`src/rtl/video_timing_pkg.sv`:
```
// Shared constants for the raster timing generator.
// Build option: TEST_PATTERN_EN adds the colour-bar rgb output.
package video_timing_pkg;

    localparam int CNT_W     = 11;
    localparam int MAX_TOTAL = 2048;

    localparam int DEF_H_ACTIVE = 640;
    localparam int DEF_H_FP     = 16;
    localparam int DEF_H_SYNC   = 96;
    localparam int DEF_H_BP     = 48;
    localparam int DEF_V_ACTIVE = 480;
    localparam int DEF_V_FP     = 10;
    localparam int DEF_V_SYNC   = 2;
    localparam int DEF_V_BP     = 33;

    localparam bit ACTIVE_LOW  = 1'b0;
    localparam bit ACTIVE_HIGH = 1'b1;

    localparam logic [23:0] COL_WHITE   = 24'hFFFFFF;
    localparam logic [23:0] COL_YELLOW  = 24'hFFFF00;
    localparam logic [23:0] COL_CYAN    = 24'h00FFFF;
    localparam logic [23:0] COL_GREEN   = 24'h00FF00;
    localparam logic [23:0] COL_MAGENTA = 24'hFF00FF;
    localparam logic [23:0] COL_RED     = 24'hFF0000;
    localparam logic [23:0] COL_BLUE    = 24'h0000FF;
    localparam logic [23:0] COL_BLACK   = 24'h000000;

endpackage

```
`src/rtl/video_timing_if.sv`:
```
// Raster timing bundle from the timing generator to the DVI encoder.
// Build option: TEST_PATTERN_EN adds the rgb signal.
interface video_timing_if;
    import video_timing_pkg::*;

    logic             hsync;
    logic             vsync;
    logic             de;
    logic [CNT_W-1:0] x;
    logic [CNT_W-1:0] y;
    logic             line_start;
    logic             frame_start;
`ifdef TEST_PATTERN_EN
    logic [23:0]      rgb;
`endif

    modport master (
        output hsync, vsync, de, x, y, line_start, frame_start
`ifdef TEST_PATTERN_EN
        , output rgb
`endif
    );

    modport slave (
        input hsync, vsync, de, x, y, line_start, frame_start
`ifdef TEST_PATTERN_EN
        , input rgb
`endif
    );

endinterface

```
`src/rtl/video_timing_gen_color_bar.sv`:
```
// Eight vertical colour bars selected from the pixel column.
// Used only when TEST_PATTERN_EN is defined; output is combinational.
module color_bar_gen
    import video_timing_pkg::*;
#(
    parameter int H_ACTIVE = DEF_H_ACTIVE
) (
    input  logic [CNT_W-1:0] x,
    output logic [23:0]      rgb
);

    localparam int BAR_W = (H_ACTIVE >= 8) ? H_ACTIVE / 8 : 1;

    logic [CNT_W-1:0] bar;

    assign bar = x / CNT_W'(BAR_W);

    // Map bar index to its colour; anything past the last bar is black
    always_comb begin
        rgb = COL_BLACK;
        if (bar[CNT_W-1:3] == '0) begin
            unique case (bar[2:0])
                3'd0: rgb = COL_WHITE;
                3'd1: rgb = COL_YELLOW;
                3'd2: rgb = COL_CYAN;
                3'd3: rgb = COL_GREEN;
                3'd4: rgb = COL_MAGENTA;
                3'd5: rgb = COL_RED;
                3'd6: rgb = COL_BLUE;
                3'd7: rgb = COL_BLACK;
            endcase
        end
    end

endmodule

```
`src/rtl/video_timing_gen.sv`:
```
// Raster timing generator: h/v counters with registered sync, de and coords.
// Build option: TEST_PATTERN_EN adds registered colour bars on vid.rgb.
module video_timing_gen
    import video_timing_pkg::*;
#(
    parameter int H_ACTIVE = DEF_H_ACTIVE,
    parameter int H_FP     = DEF_H_FP,
    parameter int H_SYNC   = DEF_H_SYNC,
    parameter int H_BP     = DEF_H_BP,
    parameter int V_ACTIVE = DEF_V_ACTIVE,
    parameter int V_FP     = DEF_V_FP,
    parameter int V_SYNC   = DEF_V_SYNC,
    parameter int V_BP     = DEF_V_BP,
    parameter bit HS_POL   = ACTIVE_LOW,
    parameter bit VS_POL   = ACTIVE_LOW
) (
    input  logic           pixclk,
    input  logic           reset,
    input  logic           enable,
    video_timing_if.master vid
);

    localparam int H_TOTAL = H_ACTIVE + H_FP + H_SYNC + H_BP;
    localparam int V_TOTAL = V_ACTIVE + V_FP + V_SYNC + V_BP;

    if (H_TOTAL > MAX_TOTAL || V_TOTAL > MAX_TOTAL) begin : g_bad_timing
        $error("video_timing_gen: total exceeds 11-bit counter range");
    end

    // One extra bit so sync end points never wrap at a 2048 total
    typedef logic [CNT_W:0] cmp_t;

    localparam cmp_t HA  = cmp_t'(H_ACTIVE);
    localparam cmp_t HS0 = cmp_t'(H_ACTIVE + H_FP);
    localparam cmp_t HS1 = cmp_t'(H_ACTIVE + H_FP + H_SYNC);
    localparam cmp_t VA  = cmp_t'(V_ACTIVE);
    localparam cmp_t VS0 = cmp_t'(V_ACTIVE + V_FP);
    localparam cmp_t VS1 = cmp_t'(V_ACTIVE + V_FP + V_SYNC);

    localparam logic [CNT_W-1:0] H_LAST = CNT_W'(H_TOTAL - 1);
    localparam logic [CNT_W-1:0] V_LAST = CNT_W'(V_TOTAL - 1);

    logic [CNT_W-1:0] h_cnt;
    logic [CNT_W-1:0] v_cnt;
    cmp_t             hc;
    cmp_t             vc;
    logic             vis;
    logic             hs_act;
    logic             vs_act;
    logic             ls_n;
    logic             fs_n;
    logic [CNT_W-1:0] x_n;
    logic [CNT_W-1:0] y_n;

    assign hc = {1'b0, h_cnt};
    assign vc = {1'b0, v_cnt};

    // Decode the current counter position into next output values
    always_comb begin
        vis    = (hc < HA) && (vc < VA);
        hs_act = (hc >= HS0) && (hc < HS1);
        vs_act = (vc >= VS0) && (vc < VS1);
        ls_n   = (h_cnt == '0) && (vc < VA);
        fs_n   = (h_cnt == '0) && (v_cnt == '0);
        x_n    = vis ? h_cnt : '0;
        y_n    = vis ? v_cnt : '0;
    end

    // Raster counters: h wraps each line, v steps on each h wrap
    always_ff @(posedge pixclk) begin
        if (reset) begin
            h_cnt <= '0;
            v_cnt <= '0;
        end else if (enable) begin
            if (h_cnt == H_LAST) begin
                h_cnt <= '0;
                v_cnt <= (v_cnt == V_LAST) ? '0 : v_cnt + 1'b1;
            end else begin
                h_cnt <= h_cnt + 1'b1;
            end
        end
    end

`ifdef TEST_PATTERN_EN
    logic [23:0] bar_rgb;

    color_bar_gen #(
        .H_ACTIVE(H_ACTIVE)
    ) u_bars (
        .x  (x_n),
        .rgb(bar_rgb)
    );

    // Colour registered alongside de so it stays pixel-aligned
    always_ff @(posedge pixclk) begin
        if (reset) begin
            vid.rgb <= '0;
        end else if (enable && vis) begin
            vid.rgb <= bar_rgb;
        end else begin
            vid.rgb <= '0;
        end
    end
`endif

    // Register outputs; while paused, syncs and coords hold, pulses drop
    always_ff @(posedge pixclk) begin
        if (reset) begin
            vid.hsync       <= ~HS_POL;
            vid.vsync       <= ~VS_POL;
            vid.de          <= 1'b0;
            vid.x           <= '0;
            vid.y           <= '0;
            vid.line_start  <= 1'b0;
            vid.frame_start <= 1'b0;
        end else if (enable) begin
            vid.hsync       <= hs_act ? HS_POL : ~HS_POL;
            vid.vsync       <= vs_act ? VS_POL : ~VS_POL;
            vid.de          <= vis;
            vid.x           <= x_n;
            vid.y           <= y_n;
            vid.line_start  <= ls_n;
            vid.frame_start <= fs_n;
        end else begin
            vid.de          <= 1'b0;
            vid.line_start  <= 1'b0;
            vid.frame_start <= 1'b0;
        end
    end

endmodule

```
`src/flat_wrapper.sv`:
```
// flat-port wrapper written by rule: the top's interface ports become plain ports
module video_timing_gen_flat import video_timing_pkg::*;
#(
    parameter int H_ACTIVE = DEF_H_ACTIVE,
    parameter int H_FP     = DEF_H_FP,
    parameter int H_SYNC   = DEF_H_SYNC,
    parameter int H_BP     = DEF_H_BP,
    parameter int V_ACTIVE = DEF_V_ACTIVE,
    parameter int V_FP     = DEF_V_FP,
    parameter int V_SYNC   = DEF_V_SYNC,
    parameter int V_BP     = DEF_V_BP,
    parameter bit HS_POL   = ACTIVE_LOW,
    parameter bit VS_POL   = ACTIVE_LOW
)
  (pixclk, reset, enable, vid_hsync, vid_vsync, vid_de, vid_x, vid_y, vid_line_start, vid_frame_start);
  video_timing_if vid_i ();
  input  logic pixclk;
  input  logic reset;
  input  logic enable;
  output wire logic [$bits(vid_i.hsync)-1:0] vid_hsync;
  output wire logic [$bits(vid_i.vsync)-1:0] vid_vsync;
  output wire logic [$bits(vid_i.de)-1:0] vid_de;
  output wire logic [$bits(vid_i.x)-1:0] vid_x;
  output wire logic [$bits(vid_i.y)-1:0] vid_y;
  output wire logic [$bits(vid_i.line_start)-1:0] vid_line_start;
  output wire logic [$bits(vid_i.frame_start)-1:0] vid_frame_start;
  assign vid_hsync = vid_i.hsync;
  assign vid_vsync = vid_i.vsync;
  assign vid_de = vid_i.de;
  assign vid_x = vid_i.x;
  assign vid_y = vid_i.y;
  assign vid_line_start = vid_i.line_start;
  assign vid_frame_start = vid_i.frame_start;
  video_timing_gen #(.H_ACTIVE(H_ACTIVE), .H_FP(H_FP), .H_SYNC(H_SYNC), .H_BP(H_BP), .V_ACTIVE(V_ACTIVE), .V_FP(V_FP), .V_SYNC(V_SYNC), .V_BP(V_BP), .HS_POL(HS_POL), .VS_POL(VS_POL)) u_core (.pixclk(pixclk), .reset(reset), .enable(enable), .vid(vid_i));
endmodule
```
`config.mk`:
```
export PLATFORM = sky130hd
export DESIGN_NAME = video_timing_gen_flat
export DESIGN_NICKNAME = d
export VERILOG_FILES = /design/src/rtl/video_timing_pkg.sv /design/src/rtl/video_timing_if.sv /design/src/rtl/video_timing_gen_color_bar.sv /design/src/rtl/video_timing_gen.sv /design/src/flat_wrapper.sv
export SDC_FILE = /design/constraint.sdc
export NUM_CORES = 1
export LEC_CHECK = 0
export ABC_AREA = 1
export ABC_CLOCK_PERIOD_IN_PS = 2500
export BUFFER_PORTS_ARGS = -buffer_cell sky130_fd_sc_hd__buf_2
export CAP_MARGIN = 30
export CORE_MARGIN = 8
export CORE_UTILIZATION = 50
export CTS_CLUSTER_SIZE = 16
export DETAILED_ROUTE_END_ITERATION = 10
export PLACE_DENSITY = 0.73
export SLEW_MARGIN = 40
export SYNTH_ARGS = -nofsm -noshare
export SYNTH_HDL_FRONTEND = slang
export SYNTH_SLANG_ARGS = --single-unit
```
`constraint.sdc`:
```
create_clock -name pixclk -period 2.5 [get_ports pixclk]
set_clock_uncertainty 0.2 [all_clocks]
set_input_delay 0.375 -clock pixclk [delete_from_list [all_inputs] [get_ports pixclk]]
set_output_delay 0.375 -clock pixclk [all_outputs]
set_load 0.01 [all_outputs]
```
* Yosys cells after proc, flatten, opt, wreduce, memory -nomap -nowiden
Cells that the tools add are included.
Storage, ports and cells: bits in registers 49, input port bits 3, output and inout bits 27, logic and storage cells 35
Operators by class: mux-type cells 6, $lt $le $gt $ge 6, reductions and logical operators 9, add/subtract/negate cells 2, bitwise logic cells 1, equality and inequality tests 2
Operators by type and width (count):
- $mux W11 | 4
- $add A11 B1 Y11 const B | 2
- $eq A11 B10 Y1 const B | 2
- $logic_not A11 Y1 | 2
- $lt A11 B10 Y1 const B | 2
- $lt A11 B9 Y1 const B | 2
- $ge A11 B10 Y1 const B | 1
- $ge A11 B9 Y1 const B | 1
- $logic_and A1 B1 Y1 | 5
- $mux W1 | 2
- $reduce_and A2 Y1 | 1
- $reduce_or A2 Y1 | 1
- $not A1 Y1 | 1

* Longest topological paths before layout
Gate-level depths: netlist of run 1.
depth in word-level cells 3, mapped depth 9, gate-level depth less buffers 9

* Worst setup path after synthesis of run 1
Ideal clock, no wire load.
path kind register to register, start point reg u_core.h_cnt[0], end point reg u_core.v_cnt[6], arrival 1.170 ns, buffers on the path 0, cell stages (with the launch flop) 9, setup slack 1.002 ns, setup time 0.128 ns, path through dfxtp_1 ha_1 nand3_2 nor2_4 nand3_4 nor2_1 nand2_1 nand2_1 nor2_1
On the way: longest elaborated chain between the ends 2
RTL lines:
- start: declaration | line video_timing_gen.sv:43 | logic [CNT_W-1:0] h_cnt;
- start signal: assignment | line video_timing_gen.sv:79 | h_cnt <= h_cnt + 1'b1;
- $eq A11 B10 Y1 | line video_timing_gen.sv:75 | if (h_cnt == H_LAST) begin
- $reduce_and A2 Y1 (no source line)
- end signal: assignment | line video_timing_gen.sv:77 | v_cnt <= (v_cnt == V_LAST) ? '0 : v_cnt + 1'b1;
- end: declaration | line video_timing_gen.sv:44 | logic [CNT_W-1:0] v_cnt;
Every way passes these cells. A chain may end at the register's enable or synchronous reset.

* Worst setup path in the final report of run 1
start point reg u_core.h_cnt[0], end point reg u_core.v_cnt[1]
Same word-level chain as after synthesis.

==> summary.md, run 1 <==
| Metric | Value |
|---|---|
| Final cell count without fillers | roughly 410 |
| Grt ovf | 0 |
| Global Route Usage Sum | 0.1585 |
| Post-synthesis register bit count | 49 |
| Final WL | around 5800 um |
| FF-to-FF path depth | 6 |
| Multi-input logic area | roughly 1200 um^2 |
| Synth warnings | 0 |
| Register area | between 900 and 1000 um^2 |
| Sequential area share after synthesis | 0.4071 |
| Via/cell ratio | approximately 5.3 |
| CTS Sinks | a little under 50 |
| Worst slew pin tran | about 0.7 ns |
| Outcome | finished, final reports clean |
| Clock Latency Late Sink | around 0.30 ns |
| Depth of the CTS H-tree | 2 |
| Average wire per standard cell | about 14 um |
| Ratio of cells with drive above 1 in the final layout | 0.1861 |
| Top cells by count, synth | nand2_1 (85), dfxtp_1 (49), nand3_1 (45) |
| Routed via count | around 2,200 |
| Initial antenna violation count | 0 |
| Max Transition Viols Final | 0 |
| Starting Density | 0.5136 |
| Comb power frac | 0.044 |
| Critical path cell sequence | ha_1, nand3_2, nor2_4, nand3_4, nand2_2, a21boi_1 |
| Worst Hold Class | reg2reg |
| Seq pwr share | 0.559 |
| Area leader, netlist | dfxtp_1 |
| CP delay by family, top | simple AND/OR/NAND/NOR gates |
| Core Box Area | between 4000 and 5000 um^2 |
| RSZ-0062 raised after global routing | false |
| Cts hold-fix bufs | 0 |
| Synthesized area | between 2000 and 2500 um^2 |
| Capture point of the worst reg-to-reg path | u_core.v_cnt[1] |
| Period utilization | 0.7007 |
| Main synth FF type | dfxtp_1 |
| PD cells | about 530 nW/um^2 |
| Hold endpoint | u_core.vid.y[10] |
| TritonCTS clock tree | done |
| Crit path DAT | 1.75 ns |
| Int Power | between 1 and 1.5 mW |
| CP max stage cell | dfxtp_1 |
| Flop-to-flop setup slack | 0.75 ns |
| Final GP Congestion | roughly 0.9 |
| CP endpoint kind | flop |
| # fillers | between 400 and 500 |
| Residual DRC | 0 |
| Most area-consuming cells after synthesis | dfxtp_1 (41%), nand2_1 (13%), nand3_1 (9.3%) |
| CTS root buf | clkbuf_8 |
| Setup Buffers After CTS | 0 |
| Worst-path clk slew | 0.09 ns |
| Top Ports | 30 |
| TNS Setup | 0 ns |
| Period minus WS final | 1.752 ns |
| Buffers on Ports | 29 |
| TritonCTS Buffers | 5 |
| Leakage | 1.156 nW |
| Hold Vio Cnt, Final | 0 |
| Max Clock Freq | roughly 570 MHz |
| Gate Count Post-Synth | roughly 340 |
| Die width | 85.43 um |
| Most common cell in the netlist | nand2_1 |
| Clock power share | 0.397 |
| Post-Place Cells | approximately 410 |
| Synth Net Count | roughly 340 |
| HPWL after DPL | approximately 4200 um |
| Cell variety after synth | 34 |
| N_diodes | 0 |
| VDD IR-drop max | 0.3091 mV |
| Post-route antenna net violation count | 0 |
| Relative slew margins | 0.5280 |
| Worst stage delay on the critical path | 0.40 ns |
| Post-synth ARST share | 0 |
| Fin nets | ~370 |
| WS Path Type | reg2reg |
| Required @ worst endpoint | about 2.5 ns |
| Final setup fails | 0 |
| Num rows | 25 |
| Reg2reg start | u_core.h_cnt[0] |
| Vias in the first global route | 2,016 |
| Power Total | roughly 1.4 mW |
| TritonRoute pass-1 iters | 5 |
| Top cell type's share of synthesized area | 0.4071 |
| 1st-iter DRT viols | 151 |
| DIE AREA | ~7300 um^2 |
| Worst-path maximum fanout | 9 |
| Crit path buf inv count | 0 |
| Area overhead of the layout relative to synthesis | 10.18% |
| Max-Cap Viols | 0 |
| Sw frac | 0.2204 |
| Cts repair resizes | 0 |
| Min-Delay Startpoint | u_core.vid.y[10] |
| Mapped Avg Cell Area | between 7 and 8 um^2 |
| EDFF count, synth | 0 |
| Switch Pwr | ~310 uW |
| Hold path cells | 2 |
| Largest net degree at the start of global routing | 25 |
| Startpoint class of the critical path | flop |
| Die Y-Extent | between 80 and 90 um |
| Clock Tree Buf Depth | 2 |
| First-pass GRT wire length | between 9000 and 10,000 um |
| Hold slack | approximately 0.24 ns |
## power by group through the flow
| stage | Sequential (mW) | Combinational [mW] | Clock, mW |
|---|---|---|---|
| 2_1_floorplan | 0.813 | 0.0423 | 0 |
| 3_3_place_gp | 0.811 | 0.0609 | 0 |
| 3_5_place_dp | 0.811 | 0.0623 | 0 |
| 4_1_cts | 0.793 | 0.0625 | 0.578 |
| 5_1_grt | 0.794 | 0.0686 | 0.612 |
| 6_report | 0.793 | 0.0625 | 0.563 |
## layout make-up
class / count / area share
Clock buffer: 6 / 0.02733
Inverter: 30 / 0.04288
Sequential cell: 49 / 0.3695
Multi-Input combinational cell: 242 / 0.4599
Clock inverter: 2 / 0.01461
Tap cell: 54 / 0.02545
Timing Repair Buffer: 31 / 0.06032
## worst reg2reg max path, cell delays in order (launching register included)
cell and delay (ns):
dfxtp_1 0.40, ha_1 0.24, nand3_2 0.16, nor2_4 0.16, nand3_4 0.16, nand2_2 0.23, a21boi_1 0.10
## worst max path at each step
stage | start | end | slack, ns | depth (start not counted)
after CTS | u_core.h_cnt[1] | u_core.v_cnt[1] | 0.76 | 6
after floorplan | u_core.h_cnt[0] | u_core.v_cnt[6] | 1.00 | 8
final | u_core.h_cnt[0] | u_core.v_cnt[1] | 0.75 | 6
after detailed placement | reset | u_core.vid.hsync | 0.53 | 5
after global routing | u_core.h_cnt[0] | u_core.v_cnt[6] | 0.66 | 8
after global placement | reset | u_core.vid.hsync | 0.59 | 5
## state kept, by name (all words and copies together), names as in the netlist
name / cells
u_core.v_cnt: 11
u_core.vid.de: 1
u_core.vid.frame_start: 1
u_core.vid.vsync: 1
u_core.h_cnt: 11
u_core.vid.line_start: 1
u_core.vid.y: 11
u_core.vid.hsync: 1
u_core.vid.x: 11
## cell families after synthesis
kind of cell / Yosys count / share of synthesized area
AND/OR/NAND/NOR: 203 / 0.3920
AO/OA/AOI/OAI: 29 / 0.07217
XOR/XNOR: 6 / 0.02181
flip-flops: 49 / 0.4071
adder cells (fa/ha/maj): 4 / 0.02077
buffers and inverters: 45 / 0.08619
## layout by cell type (no fill, tap or decap), drive strengths merged, types with 5 or more instances in the layout
master and instances:
nand4 6, nor2 50, nand3 47, a21oi 17, nand2 91, nor3 5
dfxtp 49, clkbuf 6, buf 31, inv 29, o21ai 5
## per-layer routing
| layer | global-route usage | share of wire |
|---|---|---|
| met5 | 0 | 0 |
| met3 | 0.04633 | 0.052 |
| met4 | 0.06210 | 0.014 |
| met1 | 0.1845 | 0.44 |
| met2 | 0.2659 | 0.50 |
## metrics by stage
stage | instance area (um^2) | setup WS (ns) | util
after floorplan | 2410 | 1.002 | -
after global placement | 2544 | 0.5914 | 0.5421
after detailed placement | 2544 | 0.5287 | 0.5421
after CTS | 2655 | 0.7557 | 0.5659
after global routing | 2655 | 0.6597 | 0.5659
final | 2655 | 0.7483 | 0.5659
No activity file was read; power rests on OpenSTA's default activity.
==> inputs of run 2 (changes only) <==
ABC_AREA = 0   (was 1)
ABC_CLOCK_PERIOD_IN_PS = 1700   (was 2500)
PLACE_DENSITY = 0.74   (was 0.73)
clock period = 1.7 ns   (was 2.5 ns; I/O delays follow)
==> run 2 against run 1 <==
Against the previous run: the run now ends with negative setup slack left; global-route usage up 0.61 points; first-iteration DRC count up 5.3%; synthesized area down 12%; clock power up 75%; cell area up 3.0%; combinational power up 100%; sequential power up 46%; critical path depth down 1; flip-flop and latch count unchanged; setup slack worse by 0.89 ns; largest cell class unchanged; highest routed layer unchanged.
==> summary.md, run 2 <==
| Metric | Value |
|---|---|
| Post-synthesis register bit count | 49 (unchanged) |
| Cts hold-fix bufs | 0 (unchanged) |
| Outcome | finished, violations left |
| Final setup fails | 4 (+4) |
| Leakage | 1.125 nW (-2.7%) |
| Flop-to-flop setup slack | -0.14 ns (-0.89 ns) |
| WS Path Type | reg2reg |
| Max-Cap Viols | 0 (unchanged) |
| Mapped Avg Cell Area | 9.545 um^2 (+33%) |
| Final worst slack | -0.1446 ns (-0.8929 ns) |
| Worst Hold Class | in2reg |
| Clock Latency Late Sink | 0.30 ns (about the same) |
| CP endpoint kind | flop |
| TritonCTS Buffers | 5 (unchanged) |
| Depth of the CTS H-tree | 2 (unchanged) |
| Commonest cells after routing, fill and taps aside | dfxtp_1 (44), buf_4 (32), buf_2 (29), nor2_1 (17), a22o_1 (17) |
| Num rows | 23 (-8.0%) |
| # fillers | 313 (-30%) |
| Ratio of cells with drive above 1 in the final layout | 0.3478 (+0.1617) |
| CP max stage cell | dfxtp_2 |
| Final instance area | 2735 um^2 (+3.0%) |
| Max Transition Viols Final | 0 (unchanged) |
| Top Ports | 30 (unchanged) |
| Capture point of the worst reg-to-reg path | u_core.v_cnt[10] |
| Worst-path clk slew | 0.09 ns (about the same) |
| Cell variety after synth | 42 (+24%) |
| Comb power frac | 0.055 (+0.011) |
| Required @ worst endpoint | 1.69 ns (-0.81 ns) |
| Sequential area share after synthesis | 0.4650 (+0.05794) |
| Top cell type's share of synthesized area | 0.4650 (+0.05794) |
| Crit path from | u_core.h_cnt[1] |
| Vias in the first global route | 1,819 (-9.8%) |
| Final WL | 5724 um (-0.57%) |
| Synth Net Count | 228 (-34%) |
| Area overhead of the layout relative to synthesis | 29.66% |
| Power Total | 2.276 mW (+61%) |
| Worst-path maximum fanout | 7 (-2) |
| Die width | 80.96 um (-5.2%) |
| Synth warnings | 0 (unchanged) |
| Residual DRC | 0 (unchanged) |
| Pre-CTS WS | -0.05017 ns (-0.5789 ns) |
| Core Box Area | 4029 um^2 (-14%) |
| Hold path cells | 3 (+1) |
| N_diodes | 0 (unchanged) |
| CTS Sinks | 49 (unchanged) |
| Fin nets | 282 (-23%) |
| Worst stage delay on the critical path | 0.37 ns (-0.03 ns) |
| Synthesized area | 2110 um^2 (-12%) |
| Reg2reg start | u_core.h_cnt[1] |
| Critical path cell sequence | ha_4, and4bb_2, and3_4, nand3_4, o31ai_1 |
| Max Clock Freq | 542.1 MHz (-5.0%) |
| Clock power share | 0.433 (+0.036) |
| TritonRoute pass-1 iters | 4 (-1) |
| Sw frac | 0.2078 (-0.01255) |
| Register area | 987.2 um^2 (+0.64%) |
| Largest net degree at the start of global routing | 21 (-16%) |
| VDD IR-drop max | 0.3682 mV (+19%) |
| Buffers on Ports | 29 (unchanged) |
| Switch Pwr | 473.0 uW (+51%) |
| Most area-consuming cells after synthesis | dfxtp_1 (47%), a22o_1 (7.1%), nor2_1 (3.2%) |
| Final GP Congestion | 0.8692 (-3.0%) |
| Clock Tree Buf Depth | 2 (unchanged) |
| Multi-input logic area | 1105 um^2 (-9.5%) |
| Grt ovf | 0 (unchanged) |
| Commonest non-fill, non-tap cell in the layout | dfxtp_1 |
| Routed via count | 1,891 (-14%) |
| Relative slew margins | 0.7021 (+0.1742) |
| Area after DPL | 2477 um^2 (-2.6%) |
| Starting Density | 0.5236 (+0.01000) |
| Die Y-Extent | 80.96 um (-5.2%) |
| Via/cell ratio | 5.801 (+9.0%) |
| EDFF count, synth | 0 (unchanged) |
| PD cells | 832.1 nW/um^2 (+56%) |
| Post-route antenna net violation count | 0 (unchanged) |
| Period minus WS final | 1.845 ns (+0.09289 ns) |
| Seq pwr share | 0.512 (-0.047) |
| Gate Count Post-Synth | 221 (-34%) |
| Failing checks | negative setup slack |
| TritonCTS clock tree | done |
| Top cells by count, synth | dfxtp_1 (49), nor2_1 (18), a22o_1 (17) |
| RSZ-0062 raised after global routing | true |
| Main synth FF type | dfxtp_1 |
| Average wire per standard cell | 17.56 um (+26%) |
| FF-to-FF path depth | 5 (-1) |
| Area leader, netlist | dfxtp_1 |
| Hold Vio Cnt, Final | 0 (unchanged) |
| Int Power | 1.803 mW (+63%) |
| CTS root buf | clkbuf_8 |
| Post-synth ARST share | 0 (unchanged) |
| HPWL after DPL | 3604 um (-14%) |
| Global Route Usage Sum | 0.1646 (+0.006090) |
| DIE AREA | 6554 um^2 (-10%) |
| 1st-iter DRT viols | 159 (+5.3%) |
| Startpoint class of the critical path | flop |
| Initial antenna violation count | 0 (unchanged) |
| Worst slew pin tran | 0.4427 ns (-0.2646 ns) |
| Most common cell in the netlist | dfxtp_1 |
| End of the critical path | u_core.v_cnt[10] |
| Period utilization | 1.085 (+0.3844) |
| Crit path DAT | 1.83 ns (+0.08 ns) |
| First-pass GRT wire length | 8625 um (-7.3%) |
==> run 2: cell count changes after synthesis, sizes merged, moves of 4 or more <==
cell    previous run  this run
nand2b             0         4
nor2              50        18
a21oi             17         4
o31ai              0         4
and4               0         6
a22o               0        17
a31oi              0         4
nand3             47        14
and2               0         7
inv               29         7
nand2             91        10
==> run 2: how the worst min path moves through the flow <==
stage,endpoint,slack [ns],startpoint
2_1_floorplan,u_core.v_cnt[8],0.26,u_core.v_cnt[8]
3_3_place_gp,u_core.vid.x[10],0.24,u_core.vid.x[10]
3_5_place_dp,u_core.vid.x[10],0.24,u_core.vid.x[10]
4_1_cts,u_core.h_cnt[0],0.10,reset
5_1_grt,u_core.h_cnt[0],0.14,reset
6_report,u_core.h_cnt[0],0.12,reset
==> run 2: cell type report <==
cell class	count	area share
Multi-Input combinational cell	149	0.4039
Timing Repair Buffer	63	0.1523
Inverter	7	0.009607
Clock buffer	5	0.02516
Clock inverter	3	0.02516
Tap cell	50	0.02287
Sequential cell	49	0.3609
==> run 2: repair_timing <==
action / in CTS / in global routing
setup endpoints to repair: 19 / 22
pin swaps: 3 / 6
setup buffers: 1 / 1
cloned: 0 / 1
resized for setup: 7 / 18
==> run 2: cells by family after synthesis <==
kind of cell | after synthesis | synth area share
AND/OR/NAND/NOR | 88 | 0.2432
buffers and inverters | 23 | 0.05516
multiplexers | 2 | 0.009490
XOR/XNOR | 9 | 0.03736
adder cells (fa/ha/maj) | 4 | 0.02373
AO/OA/AOI/OAI | 46 | 0.1661
flip-flops | 49 | 0.4650
==> run 2: power by group through the flow <==
stage	Clock (mW)	Sequential [mW]	Combinational, mW
after global placement	0	1.19	0.115
final	0.986	1.16	0.125
after detailed placement	0	1.19	0.116
after global routing	1.06	1.17	0.135
after CTS	0.992	1.16	0.118
after floorplan	0	1.19	0.0623
==> run 2: metrics by stage <==
stage	setup TNS, ns	hold WS, ns	utilization	std cells
final	-0.2164	0.1218	0.6789	326
after global routing	-0.4726	0.1359	0.6789	326
after CTS	-0.05259	0.1047	0.6578	324
after detailed placement	-0.3985	0.2409	0.6149	315
after global placement	0	0.2366	0.6149	315
after floorplan	0	0.2643	-	221
==> run 2: layer usage <==
layer	vias to the layer above	global-route usage	wire, um
li1	917	-	-
met1	885	0.2090	2511
met2	80	0.2678	2695
met3	9	0.04084	449
met4	0	0.05179	67
met5	-	0	0
==> run 2: critical path: cells and delay by family (launching register included) <==
family	cells	cell delay, ns
AOI/OAI and AO/OA	1	0.36
adders and majority gates	1	0.13
DFF	1	0.37
and+or+nand+nor	3	0.66
